--- config.mk ---
export PLATFORM = sky130hd
export DESIGN_NAME = vga_scan_gen
export DESIGN_NICKNAME = d
export VERILOG_FILES = /design/src/rtl/vga_timing_pkg.sv /design/src/rtl/pixel_tick_div.sv /design/src/rtl/vga_scan_gen.sv
export SDC_FILE = /design/constraint.sdc
export NUM_CORES = 1
export LEC_CHECK = 0
export ABC_AREA = 1
export ABC_CLOCK_PERIOD_IN_PS = 1800
export CORE_ASPECT_RATIO = 1.4
export CORE_MARGIN = 5
export CORE_UTILIZATION = 48
export CTS_CLUSTER_SIZE = 40
export DETAILED_ROUTE_END_ITERATION = 8
export PLACE_DENSITY = 0.77
export SLEW_MARGIN = 25
export SYNTH_ARGS = -nofsm -noshare
export SYNTH_HDL_FRONTEND = slang
export SYNTH_HIERARCHICAL = 1
export SYNTH_SLANG_ARGS = --single-unit
export TNS_END_PERCENT = 50
--- constraint.sdc ---
create_clock -name clk -period 1.8 [get_ports clk]
set_input_delay 0.54 -clock clk [delete_from_list [all_inputs] [get_ports clk]]
set_output_delay 0.54 -clock clk [all_outputs]
set_load 0.05 [all_outputs]
--- src/rtl/vga_timing_pkg.sv ---
// Shared VGA timing constants, colour constants and small helpers for the
// 640x480@60 scan path and its companion timebases.
package vga_timing_pkg;

    localparam int H_ACTIVE = 640;
    localparam int H_FP     = 16;
    localparam int H_SYNC   = 96;
    localparam int H_BP     = 48;
    localparam int V_ACTIVE = 480;
    localparam int V_FP     = 10;
    localparam int V_SYNC   = 2;
    localparam int V_BP     = 33;

    localparam int H_TOTAL  = H_ACTIVE + H_FP + H_SYNC + H_BP;
    localparam int V_TOTAL  = V_ACTIVE + V_FP + V_SYNC + V_BP;

    localparam int H_SYNC_START = H_ACTIVE + H_FP;
    localparam int H_SYNC_END   = H_SYNC_START + H_SYNC - 1;
    localparam int V_SYNC_START = V_ACTIVE + V_FP;
    localparam int V_SYNC_END   = V_SYNC_START + V_SYNC - 1;

    localparam int CNT_W = 10;

    typedef logic [CNT_W-1:0] coord_t;
    typedef logic [11:0]      rgb444_t;

    localparam rgb444_t COLOR_BLACK = 12'h000;
    localparam rgb444_t COLOR_WHITE = 12'hFFF;

    // Inclusive range test used for the sync pulse windows.
    function automatic logic in_window(input coord_t v, input coord_t lo, input coord_t hi);
        return (v >= lo) && (v <= hi);
    endfunction

endpackage

--- src/rtl/pixel_tick_div.sv ---
// Free-running clock divider producing a one-clock tick every CLK_DIV clocks;
// shared by the scan generator and the game-logic timebase.
module pixel_tick_div #(
    parameter int CLK_DIV = 4
) (
    input  logic clk,
    input  logic rst_n,
    output logic tick
);

    localparam int DIV_W = $clog2(CLK_DIV);
    localparam logic [DIV_W-1:0] DIV_LAST = DIV_W'(CLK_DIV - 1);

    logic [DIV_W-1:0] div_cnt;

    always_ff @(posedge clk or negedge rst_n) begin
        if (!rst_n) begin
            div_cnt <= '0;
        end else if (div_cnt == DIV_LAST) begin
            div_cnt <= '0;
        end else begin
            div_cnt <= div_cnt + DIV_W'(1);
        end
    end

    // Tick is decoded from the counter so the first one lands CLK_DIV-1 edges after reset.
    assign tick = (div_cnt == DIV_LAST);

endmodule

--- src/rtl/vga_scan_gen.sv ---
// Raster scan generator: pixel counters, bitmap flag sampling and registered RGB/sync.
// Optional overlay blink (64-frame period) when SCAN_BLINK_EN is defined.
module vga_scan_gen #(
    parameter int                       CLK_DIV  = 4,
    parameter int                       H_ACTIVE = vga_timing_pkg::H_ACTIVE,
    parameter int                       H_FP     = vga_timing_pkg::H_FP,
    parameter int                       H_SYNC   = vga_timing_pkg::H_SYNC,
    parameter int                       H_BP     = vga_timing_pkg::H_BP,
    parameter int                       V_ACTIVE = vga_timing_pkg::V_ACTIVE,
    parameter int                       V_FP     = vga_timing_pkg::V_FP,
    parameter int                       V_SYNC   = vga_timing_pkg::V_SYNC,
    parameter int                       V_BP     = vga_timing_pkg::V_BP,
    parameter vga_timing_pkg::rgb444_t  FG_COLOR = vga_timing_pkg::COLOR_WHITE,
    parameter vga_timing_pkg::rgb444_t  BG_COLOR = vga_timing_pkg::COLOR_BLACK
) (
    input  logic        clk,
    input  logic        rst_n,
    input  logic        flag_in,
    output logic [9:0]  pixel_x,
    output logic [9:0]  pixel_y,
    output logic        video_on,
    output logic        pixel_tick,
    output logic        frame_start,
    output logic        hsync,
    output logic        vsync,
    output logic [11:0] rgb
);

    import vga_timing_pkg::*;

    localparam int H_TOT = H_ACTIVE + H_FP + H_SYNC + H_BP;
    localparam int V_TOT = V_ACTIVE + V_FP + V_SYNC + V_BP;

    localparam coord_t H_LAST   = coord_t'(H_TOT - 1);
    localparam coord_t V_LAST   = coord_t'(V_TOT - 1);
    localparam coord_t H_VIS    = coord_t'(H_ACTIVE);
    localparam coord_t V_VIS    = coord_t'(V_ACTIVE);
    localparam coord_t HS_START = coord_t'(H_ACTIVE + H_FP);
    localparam coord_t HS_END   = coord_t'(H_ACTIVE + H_FP + H_SYNC - 1);
    localparam coord_t VS_START = coord_t'(V_ACTIVE + V_FP);
    localparam coord_t VS_END   = coord_t'(V_ACTIVE + V_FP + V_SYNC - 1);

    logic    tick;
    coord_t  h_cnt;
    coord_t  v_cnt;
    logic    h_wrap;
    logic    v_wrap;
    logic    vis;
    logic    flag_eff;
    logic    hsync_p1;
    logic    vsync_p1;
    rgb444_t rgb_p1;

    function automatic rgb444_t pixel_color(input logic visible, input logic flag);
        if (!visible) begin
            return COLOR_BLACK;
        end
        return flag ? FG_COLOR : BG_COLOR;
    endfunction

    pixel_tick_div #(
        .CLK_DIV (CLK_DIV)
    ) u_tick_div (
        .clk   (clk),
        .rst_n (rst_n),
        .tick  (tick)
    );

    // Stage p0: scan position, advanced once per pixel tick
    assign h_wrap = (h_cnt == H_LAST);
    assign v_wrap = (v_cnt == V_LAST);

    always_ff @(posedge clk or negedge rst_n) begin
        if (!rst_n) begin
            h_cnt <= '0;
            v_cnt <= '0;
        end else if (tick) begin
            if (h_wrap) begin
                h_cnt <= '0;
                v_cnt <= v_wrap ? '0 : v_cnt + coord_t'(1);
            end else begin
                h_cnt <= h_cnt + coord_t'(1);
            end
        end
    end

    assign vis         = (h_cnt < H_VIS) && (v_cnt < V_VIS);
    assign frame_start = tick && h_wrap && v_wrap;

`ifdef SCAN_BLINK_EN
    logic [5:0] frame_cnt;

    always_ff @(posedge clk or negedge rst_n) begin
        if (!rst_n) begin
            frame_cnt <= '0;
        end else if (frame_start) begin
            frame_cnt <= frame_cnt + 6'd1;
        end
    end

    // Overlay is hidden for the upper half of each 64-frame cycle.
    assign flag_eff = flag_in & ~frame_cnt[5];
`else
    assign flag_eff = flag_in;
`endif

    // Stage p1: colour and sync for the coordinate presented during the tick
    always_ff @(posedge clk or negedge rst_n) begin
        if (!rst_n) begin
            hsync_p1 <= 1'b1;
            vsync_p1 <= 1'b1;
            rgb_p1   <= COLOR_BLACK;
        end else if (tick) begin
            hsync_p1 <= !in_window(h_cnt, HS_START, HS_END);
            vsync_p1 <= !in_window(v_cnt, VS_START, VS_END);
            rgb_p1   <= pixel_color(vis, flag_eff);
        end
    end

    assign pixel_x    = h_cnt;
    assign pixel_y    = v_cnt;
    assign video_on   = vis;
    assign pixel_tick = tick;
    assign hsync      = hsync_p1;
    assign vsync      = vsync_p1;
    assign rgb        = rgb_p1;

endmodule

==> results of run 1 <==
per-layer routing:
| metal | up-vias | track usage | routed length (microns) |
|---|---|---|---|
| met2 | 76 | 0.467 | 3040 |
| li1 | 740 | - | - |
| met1 | 835 | 0.273 | 1910 |
| met5 | - | 0 | 0 |
| met4 | 0 | 0.151 | 165 |
| met3 | 17 | 0.0437 | 306 |
how the worst max path moves through the flow:
stage,start,cells after the start,endpoint,slack (ns)
3_5_place_dp,pixel_x[6],6,frame_start,-0.18
5_1_grt,u_tick_div/div_cnt[0],6,frame_start,-0.34
4_1_cts,u_tick_div/div_cnt[0],6,frame_start,-0.25
6_report,pixel_x[7],6,frame_start,-0.27
2_1_floorplan,u_tick_div/div_cnt[0],6,frame_start,-0.54
3_3_place_gp,pixel_x[6],6,frame_start,-0.07
metrics by stage:
stage,std cells,instance area (sq um),power (W),hold WS [ns],setup slack [ns]
6_report,302,2680,0.00106,0.527,-0.272
4_1_cts,302,2660,0.00106,0.526,-0.254
5_1_grt,302,2680,0.00109,0.545,-0.339
3_3_place_gp,294,2550,0.000717,0.457,-0.0726
2_1_floorplan,197,1590,0.000647,0.244,-0.538
3_5_place_dp,294,2550,0.000718,0.467,-0.180
area by class of cell:
class,instances,area (sq um),area share
Clock buffer,3,41.3,0.0154
Clock inverter,1,5.00,0.00187
Inverter,28,105,0.0393
Multi-Input combinational cell,129,774,0.290
Sequential cell,25,638,0.239
Tap cell,39,48.8,0.0182
Timing Repair Buffer,77,1060,0.397
power groups by stage:
stage               clock, W  combinational (W)  sequential [W]
global route        0.000380           0.000147        0.000564
floorplan                  0          0.0000659        0.000581
global placement           0           0.000142        0.000575
detailed placement         0           0.000143        0.000575
CTS                 0.000355           0.000143        0.000564
finish              0.000359           0.000142        0.000564
worst min-delay path: stages (launching register included):
cell     delay (ns)
dfstp_2        0.39
nor2_1         0.09
nor2_1         0.05
registers in the layout (all words and copies together), names as in the netlist:
signal	count
vsync	1
u_tick_div/div_cnt	2
hsync	1
pixel_y	10
pixel_x	10
rgb	1
placed cells by master, fill, tap and decap left out, types with 3 or more instances in the layout:
cell,count
nor2_2,3
nand2_1,41
nor3_1,3
ha_4,3
inv_2,4
nand4_1,8
dfrtp_2,8
nand3_1,14
buf_4,36
clkbuf_8,3
buf_12,38
nor2_4,3
xor2_1,6
nor2_1,20
dfrtp_1,15
inv_1,24
o21ai_0,10
cells by family after synthesis:
kind of cell,synth area share
and+or+nand+nor,0.318
AOI/OAI and AO/OA,0.0491
buffers and inverters,0.142
DFF,0.411
adders and majority gates,0.0409
xor gates and xnor gates,0.0401
what timing repair did:
action	CTS	global route
setup endpoints to repair	2	2
resized for setup	11	4
setup buffers	4	0
cloned	0	0
pin swaps	4	0
==> out/qor.csv, run 1 <==
metric;value;unit
fin_util;0.865;
seqPwrFrac;0.530;
clk_pin_slew;0.10;ns
track_usage;0.260;
cts_buffer_depth;2;
final_layout_size_suffix_gt1_frac;0.422;
cts_tree;built;
pwr-share-clk;0.337;
p_int;0.000780;W
max_clock_freq;483;MHz
synth.largest_area_cell;dfrtp_1;
whs_path_depth;2;
min_to;hsync;
pwr-share-comb;0.134;
setup_ws;-0.272;ns
path_class;reg -> out;
hpwl;3.74;mm
max_slew_margin;0.771;
grt_overflow;0;
fin_worst_skew;0.0129;ns
synthesis.instances;197;
hp-start;hsync;
maxCapViolCount;0;
tns;-0.475;ns
clock_sink_count;25;
status;finished with violations;
hold_buffers;0;
post_drt_wl_per_cell;18.0;microns
period_share;1.15;
crit_path_start_kind;register;
row_count;24;
p_per_area;398;mW/mm^2
antenna_found_initial;0;
grt_max_degree;26;
die_h;76.8;microns
drtIter0Drc;89;
drc;0;
drv_slew;0;
synth_fp_nets;205;
first_pass_iters;4;
synth_top_area_share;0.376;
cp-end-kind;output port;
r2r_slack;0.12;ns
r2r-end;pixel_y[8];
ant_nets;0;
cp_max_fo;2;
vias_per_cell;5.52;
hp-class;reg -> reg;
synth.area.top_cells;dfrtp_1 (38%), nand2_1 (10%), inv_1 (6.6%);
cts_root_buf;clkbuf_8;
synth-edff-count;0;
die_w;57.7;microns
crit_chain;nor2_4, inv_2, nor2_4, nand3_4, nor4_4, buf_12;
ys_seq_area_frac;0.411;
finalSetupViolations;2;
critPathBufInv;2;
core_area;0.00309;sq mm
slowest_stage;dfrtp_2;
die-area;0.00443;sq mm
reg2reg_depth;9;
synthArstFlopShare;1.00;
slowest_delay;0.44;ns
violations;setup timing;
fin_crit;2.07;ns
netlist_area;0.00153;sq mm
grt_pass1_vias;1835;
tightest_slew;0.343;ns
numCtsBuffers;3;
r2r_start;pixel_y[1];
drt_wl_total;5.42;mm
yosysMostFrequentCell;nand2_1;
htree_num_levels;1;
place_congestion;0.909;
fillers;143;
clock_latency;0.29;ns
cp_common_cell;nor2_4;
num_vias;1668;
port_buffers;39;
cp.arrival;1.53;ns
nets;272;
diodes;0;
avgSynthCellArea;7.76;sq um
hold_violations;0;
p_leak;1.33;nW
pin_count;40;
yosys-top-cells-count;nand2_1 (42), inv_1 (27), nor2_1 (25), dfrtp_1 (23), nand3_1 (15);
switching_share;0.267;
synthFlopType;dfrtp_1;
yosysWarnings;6;
area_growth;75.0;%
rsz0062_at_grt;yes;
crit_family;simple AND/OR/NAND/NOR gates;
cp.required;1.26;ns
start_util;0.494;
ys_types;26;
p_switching;0.000284;W
peakVddDrop;0.000625;V
synth_seq_cells;25;
grt_pass1_wl;8.85;mm
Power figures use the tool's default switching activity.
==> run 2: changes to the inputs <==
--- a/config.mk
+++ b/config.mk
@@ -9,10 +9,10 @@
 export ABC_CLOCK_PERIOD_IN_PS = 1800
 export CORE_ASPECT_RATIO = 1.4
 export CORE_MARGIN = 5
-export CORE_UTILIZATION = 48
+export CORE_UTILIZATION = 35
 export CTS_CLUSTER_SIZE = 40
 export DETAILED_ROUTE_END_ITERATION = 8
-export PLACE_DENSITY = 0.77
+export PLACE_DENSITY = 0.59
 export SLEW_MARGIN = 25
 export SYNTH_ARGS = -nofsm -noshare
 export SYNTH_HDL_FRONTEND = slang
==> run 2 against run 1 <==
The run still ends with setup timing left. First-iteration DRC count fell by 18%. Maximum frequency rose by 3.0%. Die area rose by 31%. Final area fell by 0.80%. Clock-buffer cell count rose by 1. Utilization fell by 24 points. Largest cell class unchanged. Clock skew fell by 0.0099 ns. Critical endpoint unchanged. Cell count rose by 5.6%.
==> out/qor.csv, run 2 (synthesized netlist as in run 1, its figures left out) <==
metric;value;unit;change
post_drt_wl_per_cell;12.4;microns;-31%
status;finished with violations;;
cts_tree;built;;
diodes;0;;unchanged
htree_num_levels;1;;unchanged
die_h;88.2;microns;+15%
vias_per_cell;4.67;;-15%
maxCapViolCount;0;;unchanged
pin_count;40;;unchanged
final_common_cell;nand2_1;;
first_pass_iters;4;;unchanged
finalSetupViolations;2;;unchanged
drtIter0Drc;73;;-18%
place_congestion;0.864;;-5.0%
clock_latency;0.27;ns;-0.02 ns
peakVddDrop;0.000368;V;-41%
numCtsBuffers;3;;unchanged
period_share;1.12;;-0.0341
path_class;reg -> out;;
setup_ws;-0.211;ns;+0.0613 ns
fin_worst_skew;0.00302;ns;-0.00989 ns
start_util;0.361;;-0.134
ant_nets;0;;unchanged
antenna_found_initial;0;;unchanged
fin_crit;2.01;ns;-0.0613 ns
hold_violations;0;;unchanged
max_clock_freq;497;MHz;+3.0%
hpwl;3.15;mm;-16%
cp_max_fo;2;;unchanged
port_buffers;39;;unchanged
clk_pin_slew;0.09;ns;about the same
final_cells;319;;+5.6%
holdWs;0.479;ns;-0.0484 ns
nets;268;;-1.5%
cp-end-kind;output port;;
tns;-0.309;ns;+0.166 ns
final_cell_mix;nand2_1 (42), buf_12 (38), buf_4 (33);;
crit_path_start_kind;register;;
final_layout_size_suffix_gt1_frac;0.394;;-0.0282
cts_root_buf;clkbuf_8;;
die_w;65.9;microns;+14%
grt_pass1_wl;6.96;mm;-21%
tightest_slew;0.332;ns;-0.0106 ns
grt_pass1_vias;1531;;-17%
violations;setup timing;;
row_count;28;;+17%
drv_slew;0;;unchanged
grt_overflow;0;;unchanged
track_usage;0.151;;-0.109
p_per_area;393;mW/mm^2;-1.4%
power;0.00104;W;-2.1%
area_growth;73.6;%;
num_vias;1490;;-11%
cp.required;1.26;ns;about the same
clock_sink_count;25;;unchanged
max_slew_margin;0.778;;+0.00707
cts_buffer_depth;2;;unchanged
drt_wl_total;3.95;mm;-27%
dpl.cell_count;314;;+6.8%
drc;0;;unchanged
core_area;0.00424;sq mm;+37%
place_ws;-0.111;ns;+0.0682 ns
p_leak;1.31;nW;-1.6%
rsz0062_at_grt;yes;;
hp-class;reg -> reg;;
grt_max_degree;26;;unchanged
cp.arrival;1.47;ns;-0.06 ns
die-area;0.00581;sq mm;+31%
## run 2: cell count changes in the layout (fill, tap and decap cells not counted), sizes merged
cell | before | now
clkinv | 1 | 0
buf | 75 | 71
clkbuf | 3 | 4
## run 2: worst paths after layout
| check | startpoint | end | slack, ns | cells after the start |
|---|---|---|---|---|
| max | pixel_y[1] | frame_start | -0.21 | 5 |
| min | u_tick_div/div_cnt[0] | u_tick_div/div_cnt[0] | 0.48 | 1 |
| max reg2reg | pixel_y[1] | pixel_y[6] | 0.25 | 8 |
| min reg2reg | u_tick_div/div_cnt[0] | u_tick_div/div_cnt[0] | 0.48 | 1 |
| max in group asynchronous | rst_n | vsync | 0.88 | 2 |
| min in group asynchronous | rst_n | pixel_x[3] | 0.63 | 2 |
## run 2: repair_timing
| item | in CTS | in global routing |
|---|---|---|
| endpoints found under the setup margin | 2 | 2 |
| buffers inserted | 1 | 0 |
| hold endpoints to repair | 0 | 0 |
| gates resized for setup | 8 | 1 |
| pin swaps | 2 | 1 |
| hold buffers | 0 | 0 |
## run 2: metal layers
layer,wire length (microns),GRT usage,vias up
met4,95,0.0604,0
met3,154,0.0193,8
met1,1660,0.193,710
li1,-,-,736
met2,2040,0.257,36
met5,0,0,-
## run 2: cell type report
type / count / area (sq um)
fillers: 341 / 1590
multi-input cells: 129 / 762
clock buffers: 4 / 45.0
flip-flops and latches: 25 / 638
repair buffers: 73 / 1030
inverters: 28 / 105
well taps: 60 / 75.1
## run 2: critical path: stages (launching register included)
cell,delay [ns]
dfrtp_1,0.41
inv_2,0.09
ha_4,0.15
nand3_2,0.09
nor4_4,0.28
buf_12,0.18
## run 2: metrics by stage
step	util	area (sq um)
finish	0.626	2650
global route	0.626	2650
CTS	0.626	2650
detailed placement	0.607	2570
global placement	0.607	2570
floorplan	-	1590
## run 2: power breakdown
part | internal [W] | total (W) | switching, W | leakage [nW]
Sequential | 0.000562 | 0.000564 | 0.00000119 | 0.315
Clock | 0.000158 | 0.000337 | 0.000179 | 0.0228
Combinational | 0.0000619 | 0.000141 | 0.0000790 | 0.973
Total | 0.000783 | 0.00104 | 0.000259 | 1.31
